$ cat config.mk
export PLATFORM = sky130hd
export DESIGN_NAME = rx_bit_timer
export DESIGN_NICKNAME = d
export VERILOG_FILES = /design/src/rtl/rx_bit_timer.sv
export SDC_FILE = /design/constraint.sdc
export NUM_CORES = 1
export LEC_CHECK = 0
export BUFFER_PORTS_ARGS = -buffer_cell sky130_fd_sc_hd__buf_2
export CAP_MARGIN = 30
export CORE_AREA = 2 2 39 41
export DETAILED_ROUTE_END_ITERATION = 7
export DIE_AREA = 0 0 41 43
export PLACE_DENSITY = 0.59
export SLEW_MARGIN = 20
export SYNTH_ARGS = -nofsm -noshare
export SYNTH_HDL_FRONTEND = slang
export SYNTH_SLANG_ARGS = --single-unit
$ cat constraint.sdc
create_clock -name clk -period 3 [get_ports clk]
set_clock_uncertainty 0.1 [all_clocks]
set_input_delay 0.45 -clock clk [delete_from_list [all_inputs] [get_ports clk]]
set_output_delay 0.45 -clock clk [all_outputs]
set_load 0.005 [all_outputs]
$ cat src/rtl/rx_bit_timer.sv
// ---------------------------------------------------------------------------
// rx_bit_timer
//
// Receive-path bit-timing controller. A start pulse launches a free-running
// clock-phase counter. One shift_strobe fires per bit period at a fixed sample
// phase. The strobes are counted within a byte, and byte_done flags the end of
// every completed byte. This continues until abort or reset.
//
// Parameters
//   CLKS_PER_BIT   clocks per bit period (2..64)
//   SAMPLE_PHASE   0-based phase within a bit at which shift_strobe fires
//                  (< CLKS_PER_BIT)
//   BITS_PER_BYTE  strobes per byte (2..16)
//
// Ports
//   clk           in   system clock, rising edge active
//   n_rst         in   asynchronous active-low reset
//   start_rcv     in   one-cycle pulse, (re)start timing a packet
//   abort         in   stop timing and return to IDLE
//   d_edge        in   line-transition pulse (phase resync, optional)
//   shift_strobe  out  one-cycle pulse at the sample point of each bit
//   byte_done     out  registered pulse in the cycle after a byte's last strobe
//   bit_index     out  strobes taken in the current byte
//   busy          out  high while in RUN
//
// Optional feature
//   RX_BIT_TIMER_RESYNC_EN  when defined, d_edge in RUN reloads phase with 0
//                           instead of incrementing it. When it is not
//                           defined, d_edge is ignored.
//
// State table
//   state | meaning
//   IDLE  | counters held at 0, waiting for start_rcv
//   RUN   | phase free-runs, strobes counted into bytes
// ---------------------------------------------------------------------------
module rx_bit_timer #(
    parameter int CLKS_PER_BIT  = 8,
    parameter int SAMPLE_PHASE  = 3,
    parameter int BITS_PER_BYTE = 8
) (
    input  logic                             clk,
    input  logic                             n_rst,
    input  logic                             start_rcv,
    input  logic                             abort,
    input  logic                             d_edge,
    output logic                             shift_strobe,
    output logic                             byte_done,
    output logic [$clog2(BITS_PER_BYTE)-1:0] bit_index,
    output logic                             busy
);

    localparam int PW = $clog2(CLKS_PER_BIT);
    localparam int BW = $clog2(BITS_PER_BYTE);

    localparam logic [PW-1:0] PHASE_LAST   = PW'(CLKS_PER_BIT - 1);
    localparam logic [PW-1:0] PHASE_SAMPLE = PW'(SAMPLE_PHASE);
    localparam logic [BW-1:0] INDEX_LAST   = BW'(BITS_PER_BYTE - 1);

    typedef enum logic {
        IDLE = 1'b0,
        RUN  = 1'b1
    } state_t;

    state_t        state;
    logic [PW-1:0] phase;
    logic          strobe_now;

    // The strobe is decoded from registered state only. This means that abort,
    // start_rcv and d_edge can never create or suppress a strobe combinationally
    // in the cycle in which they are asserted.
    assign strobe_now   = (state == RUN) && (phase == PHASE_SAMPLE);
    assign shift_strobe = strobe_now;
    assign busy         = (state == RUN);

`ifndef RX_BIT_TIMER_RESYNC_EN
    logic unused_d_edge;
    assign unused_d_edge = d_edge;
`endif

    always_ff @(posedge clk or negedge n_rst) begin
        if (!n_rst) begin
            state     <= IDLE;
            phase     <= '0;
            bit_index <= '0;
            byte_done <= 1'b0;
        end else begin
            byte_done <= 1'b0;
            case (state)
                IDLE: begin
                    phase     <= '0;
                    bit_index <= '0;
                    if (start_rcv && !abort) begin
                        state <= RUN;
                    end
                end

                RUN: begin
                    if (abort) begin
                        state     <= IDLE;
                        phase     <= '0;
                        bit_index <= '0;
                    end else if (start_rcv) begin
                        // A restart discards the partial byte without a byte_done.
                        phase     <= '0;
                        bit_index <= '0;
                    end else begin
`ifdef RX_BIT_TIMER_RESYNC_EN
                        if (d_edge) begin
                            phase <= '0;
                        end else
`endif
                        if (phase == PHASE_LAST) begin
                            phase <= '0;
                        end else begin
                            phase <= phase + 1'b1;
                        end

                        // A strobe in a resync cycle still counts. Only the
                        // phase is realigned.
                        if (strobe_now) begin
                            if (bit_index == INDEX_LAST) begin
                                bit_index <= '0;
                                byte_done <= 1'b1;
                            end else begin
                                bit_index <= bit_index + 1'b1;
                            end
                        end
                    end
                end

                default: begin
                    state     <= IDLE;
                    phase     <= '0;
                    bit_index <= '0;
                end
            endcase
        end
    end

endmodule

* Yosys cells after proc, flatten, opt, wreduce, memory -nomap -nowiden
Index checks and enable logic that the tools add are counted.
** Cells by class
- $add $sub $neg :: 2
- Multipliers :: 0
- Divide/modulo/power cells :: 0
- $lt $le $gt $ge :: 0
- Equal/unequal tests :: 4
- Shifts and indexed selects :: 0
- Muxes and demuxes :: 17
- Bitwise logic cells :: 1
- Reductions and logical operators :: 3
** Operators with widths (count)
- $mux 3 :: 7
- $pmux 3 s2 :: 2
- $mux 1 :: 7
- $add 3x1->3 const B :: 2
- $eq 3x3->1 const B :: 2
- $ne 4x4->1 const B :: 1
- $eq 3x2->1 const B :: 1
- $logic_and 1x1->1 :: 2
- $pmux 1 s2 :: 1
- $logic_not 1->1 :: 1
- $not 1->1 :: 1
** Word-level totals
- Bits in registers :: 8
- Bits in latches :: 0
- Bits in writable memories :: 0
- Memory bits (read-only) :: 0
- Input bits :: 5
- Output and inout bits :: 6
- Logic and storage cells :: 31
- Memories :: 0

* Logic depth before layout (Yosys ltp)
- Depth in word-level cells :: 6
- Mapped depth :: 4
- Mapped depth without buffers :: 4

* Least setup slack after synthesis
OpenSTA, ideal clock, no wires.
- Path kind :: register -> output
- Start :: register phase[0]
- End :: output shift_strobe
- Arrival :: 1.054 ns
- Required time :: 2.450 ns
- Setup slack :: 1.396 ns
- Cell stages (with the launch flop) :: 4
- Buffers on the path :: 0
- Cells stage by stage :: dfrtp_1 -> ha_1 -> ha_1 -> and2_2
** On the way
- Longest elaborated chain between the ends :: 2
** RTL lines
- start, declared :: line 65 : logic [PW-1:0] phase;
- start signal, assigned :: line 115 : phase <= phase + 1'b1;
- $eq 3x2->1 :: line 71 : assign strobe_now = (state == RUN) && (phase == PHASE_SAMPLE);
- $logic_and 1x1->1 :: line 71
- end, declared :: line 46 : output logic shift_strobe,
Every way passes these cells.

* Worst setup path in the final report
Same ends and word-level chain as after synthesis.

==> impl_metrics.json <==
{
  "cts.sinks": 8,
  "setup_tns_ps": 0,
  "rsz0062_at_grt": "false",
  "postCtsSetupBuffers": 0,
  "syn2layout_area_growth_pct": 21.8,
  "slew_viol_final": 0,
  "yosysWarnings": 0,
  "drc_errors": 0,
  "syn_area_um2": 395,
  "start_util_pct": 28.6,
  "status": "finished, final reports clean",
  "gp_congestion": 0.603,
  "cts.clk_slew.worst_paths_ps": 50,
  "ys_ff_latch": 8,
  "root_buffer": "clkbuf_4",
  "hold_ws_ps": 262,
  "synth_seq_area_share_pct": 50.6,
  "synth_nets": 42,
  "post-route-period-util_pct": 68.0,
  "num_antenna_cells": 0,
  "die_h_um": 43,
  "path_buf_inv": 1,
  "die_x_um": 41,
  "synth-edff-count": 0,
  "p_leak_uw": 0.000244,
  "wire_per_inst_um": 9.90,
  "finalNetCount": 56,
  "path_cells": "ha_1 -> ha_1 -> and2_2 -> buf_2",
  "rr_endpoint": "bit_index[0]$_DFFE_PN0P_",
  "first_global_vias": 195,
  "drtPass1Iterations": 2,
  "die_area_um2": 1760,
  "io_buffer_count": 9,
  "drt_iter0_drc": 2,
  "antenna_found_initial": 0,
  "finalPower_uw": 200,
  "synth_most_common_cell": "dfrtp_1",
  "power_density_nw_per_um2": 416,
  "viasPerCell": 4.32,
  "startpoint": "phase[0]$_DFF_PN0_",
  "ir_worst_vdd_mv": 0.264,
  "crit_top_cell": "ha_1",
  "synth_area_leaders": "dfrtp_1, ha_1, mux2i_1",
  "fin_crit_ps": 2040,
  "critical_path.max_stage_delay_ps": 410,
  "slew_headroom_pct": 74.1,
  "dr_total_vias": 259,
  "worstMarginPinSlew_ps": 388,
  "cts_tree": "built",
  "rows": 14,
  "ys.flop_type": "dfrtp_1",
  "core_area_um2": 1380,
  "numCtsBuffers": 3,
  "clk_latency_ps": 250,
  "syn_avg_cell_area_um2": 12.4,
  "htreeDepth": 1,
  "synth_cell_types": 13,
  "synth_cells": 32,
  "ios": 11,
  "path_class": "register to primary output",
  "netlist_top_cells_count": "dfrtp_1, ha_1, nor2_1",
  "fmax_mhz": 490,
  "crit_path_end": "shift_strobe",
  "antenna_left": 0,
  "crit_cells": 4,
  "hold_path_class": "primary input to register",
  "crit_slowest_cell": "dfrtp_1",
  "cts_max_path_buffers": 2,
  "finalSetupViolations": 0,
  "startpoint_type": "register",
  "async_flop_share_pct": 100,
  "overflow": 0,
  "synth_top_cell_area_share_pct": 50.6,
  "cp.required_ps": 2450,
  "hpwl_um": 440,
  "finalHoldViolations": 0,
  "r2r_slack_ps": 1450,
  "drive_gt1_share_pct": 40.9,
  "routed_wl_um": 594,
  "fillers": 150,
  "grt_max_degree": 9,
  "grt_use_total_pct": 7.49,
  "cap_violations": 0,
  "grt_pass1_wl_um": 821,
  "arrival_ps": 1490,
  "end_kind": "primary output",
  "reg2regPathDepth": 4,
  "synth_top_area_cell": "dfrtp_1",
  "r2r_start": "phase[0]$_DFF_PN0_",
  "crit_family": "adder cells",
  "path_max_fanout": 6
}
==> power by group <==
group | switching (uW) | internal, uW
Clock | 33.9 | 45.6
Sequential | 1.24 | 110
Combinational | 5.64 | 4.30
Total | 40.8 | 159
==> registers in the layout, indices dropped and copies added (netlist names) <==
signal,count
bit_index,3
busy,1
byte_done,1
phase,3
==> what timing repair did <==
item / CTS / global route
gates resized for setup: 0 / 0
hold buffers: 1 / 0
hold endpoints to repair: 8 / 0
==> layout by cell type, fill, tap and decap left out, drive strengths merged, types with 2 or more instances in the layout <==
master  synthesis  final
mux2i           2      2
clkbuf          0      3
inv             2      2
ha              5      5
or3b            2      2
dfrtp           8      8
buf             1      9
nor2            7      7
==> metal layers <==
layer  vias to the layer above  wire (um)  GRT usage (%)
met5                         -          0              0
met4                         0          0           2.00
met3                         0         67           8.38
met2                        12        232           8.13
met1                       118        294           9.57
li1                        129          -              -
==> cells by family after synthesis <==
| kind of cell | Yosys count | share of synthesized area [%] |
|---|---|---|
| buffers and inverters | 3 | 4.75 |
| DFF | 8 | 50.6 |
| AOI/OAI and AO/OA | 1 | 2.22 |
| adders and majority gates | 5 | 15.8 |
| and+or+nand+nor | 13 | 21.5 |
| muxes | 2 | 5.06 |
==> worst register-to-register path: stages (launching register included) <==
cell and delay [ps]:
dfrtp_1 400, ha_1 200, ha_1 280, or3b_1 390, a21oi_2 120
==> through the flow <==
step	setup slack (ps)	std cells	util, %	area [um2]
after global routing	909	60	34.8	482
after floorplan	1400	32	-	395
after detailed placement	1240	56	32.5	449
after global placement	1230	56	32.5	449
final	961	60	34.8	482
after CTS	952	60	34.8	482
==> cell type report <==
cell class,count,area (um2),share of cell area (%)
timing repair buffer,10,55.1,11.4
inverter,2,7.51,1.56
clock buffer,3,22.5,4.68
multi-input combinational,21,176,36.6
sequential,8,200,41.6
tap,16,20.0,4.16
==> how the worst min path moves through the flow <==
stage               startpoint                  endpoint  slack, ps  depth (start not counted)
floorplan                n_rst  bit_index[0]$_DFFE_PN0P_         50                          0
global placement         n_rst       byte_done$_DFF_PN0_        200                          1
detailed placement       n_rst  bit_index[2]$_DFFE_PN0P_        200                          1
CTS                      abort            busy$_DFF_PN0_        250                          2
global route             abort            busy$_DFF_PN0_        250                          2
finish                   abort            busy$_DFF_PN0_        260                          2
Note: power is estimated with default switching activity, not from simulation.
